### src/rtl/demux_4_collect_if.sv
// Bus for demux_4_collect: sample/steering inputs, plus the live-lane and frame outputs.
interface demux_4_collect_if #(parameter int DW = 1);
  logic              mode;
  logic [1:0]        sel;
  logic [DW-1:0]     din;
  logic              din_valid;
  logic              clr;
  logic [4*DW-1:0]   q;
  logic [3:0]        q_vld;
  logic [1:0]        ptr;
  logic [4*DW-1:0]   frame;
  logic              frame_done;
  logic              err;

  modport master (
    output mode, sel, din, din_valid, clr,
    input  q, q_vld, ptr, frame, frame_done, err
  );

  modport slave (
    input  mode, sel, din, din_valid, clr,
    output q, q_vld, ptr, frame, frame_done, err
  );
endinterface

### src/rtl/demux_4_collect.sv
// Registered 1:4 lane demux and frame collector; 1-cycle write latency, no backpressure (clr drops a sample).
// Define DEMUX4_ERR_EN to build the sticky addressed-overwrite err flag; otherwise err is tied to 0.
module demux_4_collect #(
  parameter int DW = 1
) (
  input  logic clk,
  input  logic rstn,
  demux_4_collect_if.slave bus
);
  typedef enum logic [1:0] {IDLE, FILL, DONE} state_t;

  state_t              state, state_nxt;
  logic [3:0][DW-1:0]  lanes, lanes_nxt, frame_r;
  logic [3:0]          vld, vld_set;
  logic [1:0]          ptr_r, lane;
  logic                accept, complete, err_r;

  assign accept   = bus.din_valid && !bus.clr;
  assign lane     = bus.mode ? ptr_r : bus.sel;
  assign vld_set  = vld | (4'b0001 << lane);
  // An overwrite leaves vld_set == vld, which is never all ones, so it cannot complete.
  assign complete = accept && (vld_set == 4'hF);

  always_comb begin
    lanes_nxt       = lanes;
    lanes_nxt[lane] = bus.din;
  end

  always_ff @(posedge clk or negedge rstn) begin
    if (!rstn) state <= IDLE;
    else       state <= state_nxt;
  end

  always_comb begin
    state_nxt = state;
    if (bus.clr) begin
      state_nxt = IDLE;
    end else begin
      case (state)
        IDLE:    if (accept) state_nxt = complete ? DONE : FILL;
        FILL:    if (complete) state_nxt = DONE;
        DONE:    state_nxt = accept ? (complete ? DONE : FILL) : IDLE;
        default: state_nxt = IDLE;
      endcase
    end
  end

  always_ff @(posedge clk or negedge rstn) begin
    if (!rstn) begin
      lanes   <= '0;
      frame_r <= '0;
      vld     <= '0;
      ptr_r   <= '0;
    end else begin
      if (accept) lanes <= lanes_nxt;
      if (bus.clr) begin
        vld   <= '0;
        ptr_r <= '0;
      end else if (complete) begin
        vld     <= '0;
        ptr_r   <= '0;
        frame_r <= lanes_nxt;
      end else if (accept) begin
        vld <= vld_set;
        if (bus.mode) ptr_r <= ptr_r + 2'd1;
      end
    end
  end

`ifdef DEMUX4_ERR_EN
  always_ff @(posedge clk or negedge rstn) begin
    if (!rstn)                                   err_r <= 1'b0;
    else if (bus.clr)                            err_r <= 1'b0;
    else if (accept && !bus.mode && vld[lane])   err_r <= 1'b1;
  end
`else
  assign err_r = 1'b0;
`endif

  assign bus.q          = lanes;
  assign bus.q_vld      = vld;
  assign bus.ptr        = ptr_r;
  assign bus.frame      = frame_r;
  assign bus.frame_done = (state == DONE);
  assign bus.err        = err_r;
endmodule
### src/flat_wrapper.sv
// flat-port wrapper written by rule: the top's interface ports become plain ports
module demux_4_collect_flat 
#(
  parameter int DW = 1
)
  (clk, rstn, bus_mode, bus_sel, bus_din, bus_din_valid, bus_clr, bus_q, bus_q_vld, bus_ptr, bus_frame, bus_frame_done, bus_err);
  demux_4_collect_if #(.DW(DW)) bus_i ();
  input  logic clk;
  input  logic rstn;
  input wire logic [$bits(bus_i.mode)-1:0] bus_mode;
  input wire logic [$bits(bus_i.sel)-1:0] bus_sel;
  input wire logic [$bits(bus_i.din)-1:0] bus_din;
  input wire logic [$bits(bus_i.din_valid)-1:0] bus_din_valid;
  input wire logic [$bits(bus_i.clr)-1:0] bus_clr;
  output wire logic [$bits(bus_i.q)-1:0] bus_q;
  output wire logic [$bits(bus_i.q_vld)-1:0] bus_q_vld;
  output wire logic [$bits(bus_i.ptr)-1:0] bus_ptr;
  output wire logic [$bits(bus_i.frame)-1:0] bus_frame;
  output wire logic [$bits(bus_i.frame_done)-1:0] bus_frame_done;
  output wire logic [$bits(bus_i.err)-1:0] bus_err;
  assign bus_i.mode = bus_mode;
  assign bus_i.sel = bus_sel;
  assign bus_i.din = bus_din;
  assign bus_i.din_valid = bus_din_valid;
  assign bus_i.clr = bus_clr;
  assign bus_q = bus_i.q;
  assign bus_q_vld = bus_i.q_vld;
  assign bus_ptr = bus_i.ptr;
  assign bus_frame = bus_i.frame;
  assign bus_frame_done = bus_i.frame_done;
  assign bus_err = bus_i.err;
  demux_4_collect #(.DW(DW)) u_core (.clk(clk), .rstn(rstn), .bus(bus_i));
endmodule
### config.mk
export PLATFORM = sky130hd
export DESIGN_NAME = demux_4_collect_flat
export DESIGN_NICKNAME = d
export VERILOG_FILES = /design/src/rtl/demux_4_collect_if.sv /design/src/rtl/demux_4_collect.sv /design/src/flat_wrapper.sv
export SDC_FILE = /design/constraint.sdc
export NUM_CORES = 1
export LEC_CHECK = 0
export BUFFER_PORTS_ARGS = -buffer_cell sky130_fd_sc_hd__buf_2
export CORE_MARGIN = 2
export CORE_UTILIZATION = 31
export DETAILED_ROUTE_END_ITERATION = 7
export HOLD_SLACK_MARGIN = 0.02
export PLACE_DENSITY = 0.49
export REMOVE_ABC_BUFFERS = 1
export SYNTH_ARGS = -nofsm -noshare
export SYNTH_HDL_FRONTEND = slang
export SYNTH_SLANG_ARGS = --single-unit
### constraint.sdc
create_clock -name clk -period 2.06 [get_ports clk]
set_input_delay 0.309 -clock clk [delete_from_list [all_inputs] [get_ports clk]]
set_output_delay 0.309 -clock clk [all_outputs]
set_load 0.02 [all_outputs]
# Word level (Yosys, flattened, before mapping)
# Cells that the tools add are included.
dict set report word_totals {
  out_inout_bits 16
  register_bits 16
  input_bits 8
  word_cells 49
}
dict set report op_classes {
  mux 17
  order_cmp 2
  n_eq_ne 5
  add_sub_neg 1
  bitwise_logic 2
  reduce_logical 10
  n_shift 1
}
# op count
set ops {}
lappend ops {{2-bit two-way mux} 10}
lappend ops {{4-bit two-way mux} 3}
lappend ops {{3-bit by 2-bit inequality test with 1-bit output (second input constant)} 2}
lappend ops {{2-bit case mux with 3 select lines} 1}
lappend ops {{2-bit AND reduction} 3}
lappend ops {{3-bit nonzero test} 2}
lappend ops {{4-bit bitwise mux} 1}
lappend ops {{4-bit == test (second input constant)} 1}
lappend ops {{4-bit OR} 1}
lappend ops {{1-bit by 2-bit left shift with 4-bit output (first input constant)} 1}
lappend ops {{1-bit logical AND} 3}
lappend ops {{2-bit by 3-bit less-than comparator with 1-bit output (second input constant)} 1}
lappend ops {{2-bit by 1-bit adder with 2-bit output (second input constant)} 1}
lappend ops {{1-bit demux with 2-bit select} 1}
lappend ops {{2-bit by 1-bit == test with 1-bit output (second input constant)} 1}
lappend ops {{2-bit == test (second input constant)} 1}
lappend ops {{2-bit by 1-bit greater-or-equal comparator with 1-bit output (second input constant)} 1}
lappend ops {{2-bit logical NOT} 1}
lappend ops {{1-bit logical NOT} 1}
lappend ops {{1-bit two-way mux} 1}
lappend ops {{1-bit NOT} 1}

# Depth between registers and ports, before layout
dict set report logic_depth {
  ltp_word 9
  depth_mapped 6
  depth_no_buf 5
}

# Worst setup path after synthesis
# Ideal clock, no wire load.
dict set report synth_timing {
  path_type {register -> register}
  startpoint {register u_core.ptr_r[1] (netlist: u_core.bus.ptr[1])}
  endpoint {register u_core.frame_r (netlist bit u_core.bus.frame[0])}
  path_slack_ns 0.370
  setup_time_ns 0.125
  path_stages_with_launch 7
  n_path_buf 1
  t_required_ns 1.935
  arrival_ns 1.565
  synth_period_minus_slack_ns 1.690
  path_cell_list {dfrtp_1 buf_4 inv_2 a311o_1 o2111a_4 nand2_4 mux2_4}
}
dict set report synth_between {
  elab_chain_cells 6
  elab_cells_between_ends 12
  classes_between {order compare: 2; eq/ne: 1; shift: 1; mux: 4; bitwise: 1; reduce/logical: 3}
}
# element line
set synth_lines {}
lappend synth_lines {{from (decl)} demux_4_collect.sv:15} ;# logic [1:0] ptr_r, lane;
lappend synth_lines {{from (signal assigned)} demux_4_collect.sv:65} ;# if (bus.mode) ptr_r <= ptr_r + 2'd1;
lappend synth_lines {{2-bit two-way mux (*)} demux_4_collect.sv:19} ;# assign lane = bus.mode ? ptr_r : bus.sel;
lappend synth_lines {{2-bit by 3-bit less-than comparator with 1-bit output (implied by the code) (tied with other cells)} demux_4_collect.sv:26} ;# lanes_nxt[lane] = bus.din;
lappend synth_lines {{1-bit logical AND (implied by the code) or 4-bit OR (tied branches)} {demux_4_collect.sv:26, demux_4_collect.sv:20}}
lappend synth_lines {{1-bit two-way mux (implied by the code) or 4-bit == test (tied branches)} {demux_4_collect.sv:26, demux_4_collect.sv:22}}
lappend synth_lines {{1-bit demux with 2-bit select or 1-bit logical AND (tied branches)} --}
lappend synth_lines {{4-bit bitwise mux or 2-bit AND reduction (tied branches)} --}
lappend synth_lines {{to (signal assigned)} demux_4_collect.sv:62} ;# frame_r <= lanes_nxt;
lappend synth_lines {{to (decl)} demux_4_collect.sv:13} ;# logic [3:0][DW-1:0] lanes, lanes_nxt, frame_r;
# Mark *: on every way between the ends. The rest lies on a longest branch, timed or not.
# A chain may end at the register's enable or synchronous reset.

# Worst setup path after layout
dict set report layout_timing {
  startpoint {register u_core.ptr_r[1] (netlist: u_core.bus.ptr[1])}
  endpoint {register u_core.frame_r (netlist bit u_core.bus.frame[1])}
}
# Same word-level chain as after synthesis.

==> run summary <==
In this run the static leakage power is 0.545 nW. In this run, synthesis inferred 0 flip-flops with an integrated enable. The max-slew violation total from the final report came out at 0. From left edge to right edge, the die measures 56.9 µm.

STA classifies the critical path endpoint as a register. The floorplan step defined a die boundary enclosing 3240 µm². The async set-reset flop share out of synthesis is 100%, and the number of optimization iterations in the first detailed-route pass is 4. The logs give 2710 µm² for the core box area and 2 for the deepest clock path buffer count. The mapped netlist covers 867 µm². On the final layout, the worst hold slack is 0.231 ns.

The initial antenna violation count is 0, and the total CTS buffers is 3. Final critical-path share of the clock period: 80.8%. The via count of the first global-routing pass is 663, and the per-instance average area after synthesis is 11.0 µm².

Buffers added to address setup during post-CTS repair amount to 0. After the last flow step, the layout net total stands at 112. Cells with a size suffix above 1 make up 46.6% of the layout.

Global routing used 11.7% of the available tracks. The logs give 0 for the final-report setup violation count and 0 for the max capacitance violation total. Number of storage elements in the synthesis netlist: 16. In the synthesized netlist the dominant register cell turns out to be sky130_fd_sc_hd__dfrtp_1.

The run finished with clean final reports. Entering global routing, the biggest net connects 17 pins. Counting every sink on the clock net gives 16.

The summed negative setup slack over all endpoints is 0 ns, and the die height is 56.9 µm. The biggest fanout along the worst timing path works out to 9. TritonCTS built the clock tree.

Once detail routing completed, the nets flagged for antenna violations numbered 0. Pin placement for this block handled 24 I/O pins. Counting distinct cell types in the post-synthesis netlist gives 27.

In the post-route analysis, the smallest setup slack over all paths is 0.396 ns. In this run the worst hold path is classified as in2reg. The final period demand of the worst path was 1.66 ns.

In this run, placement finished with an instance count of 129. For the worst-skew pair, the clock arrives at the later sink with an insertion delay of 0.28 ns. The HPWL after detailed placement is 1330 µm. For this run, design rule violations remaining after detail routing come to 0.

For the number of DRC violations after detailed-routing iteration 0, the log shows 14. The number of resized instances in the post-cts repair step is 0, and the portion of the post-synthesis area used by sequential elements is 46.2%. The arrival time at the worst endpoint is 1.84 ns. The run gives 19 as the number of placement rows.

For the number of hold violations in the final report, the log shows 0. The most used standard cell by instance count after synthesis was sky130_fd_sc_hd__dfrtp_1. Input and output buffers added on the ports amount to 22. Cell at the root of the clock tree: sky130_fd_sc_hd__clkbuf_4. The starting utilization of the core area came out at 32.0%. From synthesis to final layout, the design area changed by 20.2%. For this run, the number of standard cells in the final layout without fillers is 134. In the final routed layout, each cell accounts on average for 12.6 µm. STA classifies the critical path startpoint as a register. The power per cell area is 757 nW/µm². After synthesis, the most frequently instantiated cells are 16 x sky130_fd_sc_hd__dfrtp_1, 9 x sky130_fd_sc_hd__nor2_1, 8 x sky130_fd_sc_hd__mux2_2. Setup repair after global routing left no endpoint under its margin. The total wirelength of the detailed-routed design came out at 1690 µm. For the final global-route overflow total, the log shows 0. In the routed layout, each cell is associated on average with a via count of 4.96. Prior to clock tree synthesis, the placed netlist has a worst setup slack of 0.333 ns. The logs give 0 for the number of diodes and 0 for the warning count from the yosys run. By area the synthesized netlist is led by sky130_fd_sc_hd__dfrtp_1 46%, sky130_fd_sc_hd__mux2_2 10%, sky130_fd_sc_hd__mux2_4 5.2%, sky130_fd_sc_hd__a21oi_1 4.0%, sky130_fd_sc_hd__nor2_1 3.9%. Global placer's final weighted congestion: 0.757. The global-route wire length before repair is 3030 µm. The worst setup path category is reg2reg. For the maximum vdd drop, the log shows 0.397 mV. sky130_fd_sc_hd__dfrtp_1 takes more of the synthesized area than any other cell.

In this run the biggest area consumer among cell types represents 46.2% of the synthesized area. The routed via count was 665; the maximum level of the CTS H-tree was 1. After technology mapping, the gate count stands at 79. The critical path required time was 2.23 ns; the setup clock skew after layout was 0.00503 ns. For this run, the top clock speed supported by timing is 0.601 GHz.

Clock-pin slew was measured on the worst setup and hold paths at 0.09 ns.
-- path summary, 6_finish.rpt --
check	startpoint	endpoint	slack, ns	cells after the start
setup / recovery	u_core.bus.ptr[1]$_DFFE_PN0P_	u_core.bus.frame[1]$_DFFE_PN0P_	0.40	5
hold / removal	bus_clr	u_core.bus.ptr[1]$_DFFE_PN0P_	0.23	2
setup reg to reg	u_core.bus.ptr[1]$_DFFE_PN0P_	u_core.bus.frame[1]$_DFFE_PN0P_	0.40	5
hold reg to reg	u_core.state[1]$_DFFE_PN0P_	u_core.state[1]$_DFFE_PN0P_	0.49	1
max in group asynchronous	rstn	u_core.bus.frame[1]$_DFFE_PN0P_	1.35	2
min in group asynchronous	rstn	u_core.bus.frame[3]$_DFFE_PN0P_	0.45	2
-- timing repair --
item,in CTS,in global routing
endpoints found under the hold margin,16,0
hold buffers,1,0
setup endpoints to repair,0,0
-- per-layer routing --
metal / global-route usage, % / part of all wire (%) / vias up
met5: 0 / 0 / -
met4: 4.98 / 1.6 / 0
met3: 2.07 / 5.9 / 4
met2: 17.1 / 43 / 21
met1: 17.0 / 50 / 309
li1: - / - / 331
-- critical path, cell delays in order, from the launching register on --
cell and delay [ns]:
sky130_fd_sc_hd__dfrtp_1 0.52, sky130_fd_sc_hd__nor2_1 0.10, sky130_fd_sc_hd__a211o_2 0.35, sky130_fd_sc_hd__o2111a_4 0.18, sky130_fd_sc_hd__nand2_4 0.11, sky130_fd_sc_hd__mux2_4 0.30
-- logic make-up (layout without fill, tap and decap cells) --
| kind of cell | Yosys count | count (layout) | share of synthesized area [%] |
|---|---|---|---|
| AOI/OAI and AO/OA | 20 | 20 | 19.8 |
| buffers and inverters | 7 | 31 | 4.47 |
| DFF | 16 | 16 | 46.2 |
| muxes | 12 | 12 | 16.7 |
| other | 1 | 1 | 0.432 |
| and+or+nand+nor | 23 | 23 | 12.4 |
-- flip-flops by register name (all words and copies together) (netlist names) --
name              flops
u_core.bus.q_vld      4
u_core.bus.q          4
u_core.bus.frame      4
u_core.bus.ptr        2
u_core.state          2
-- placed cells by master (no fill, tap or decap), types with 3 or more instances in the layout --
cell type and n:
sky130_fd_sc_hd__clkbuf_4 3, sky130_fd_sc_hd__mux2_2 8, sky130_fd_sc_hd__mux2_4 3, sky130_fd_sc_hd__buf_2 22, sky130_fd_sc_hd__dfrtp_1 16, sky130_fd_sc_hd__nor2_1 9, sky130_fd_sc_hd__a21oi_1 7, sky130_fd_sc_hd__nand2_1 7
-- stage by stage --
step | utilization (%) | area (µm²) | total power [mW]
final | 38.5 | 1040 | 0.789
after global placement | 36.7 | 996 | 0.591
after detailed placement | 36.7 | 996 | 0.592
after CTS | 38.5 | 1040 | 0.801
after floorplan | - | 840 | 0.516
after global routing | 38.5 | 1040 | 0.840
-- power breakdown --
| part | internal (mW) | total, mW | switching (mW) |
|---|---|---|---|
| Sequential | 0.349 | 0.377 | 0.0281 |
| Combinational | 0.0920 | 0.206 | 0.114 |
| Clock | 0.108 | 0.205 | 0.0979 |
| Total | 0.549 | 0.789 | 0.240 |
-- cell type report --
type | instances | area (µm²)
Timing Repair Buffer | 24 | 128
Inverter | 3 | 11.3
Clock buffer | 4 | 36.3
Fill cell | 288 | 1670
Tap cell | 31 | 38.8
Sequential cell | 16 | 400
Multi-Input combinational cell | 56 | 428
Note: power is estimated with default switching activity, not from simulation.
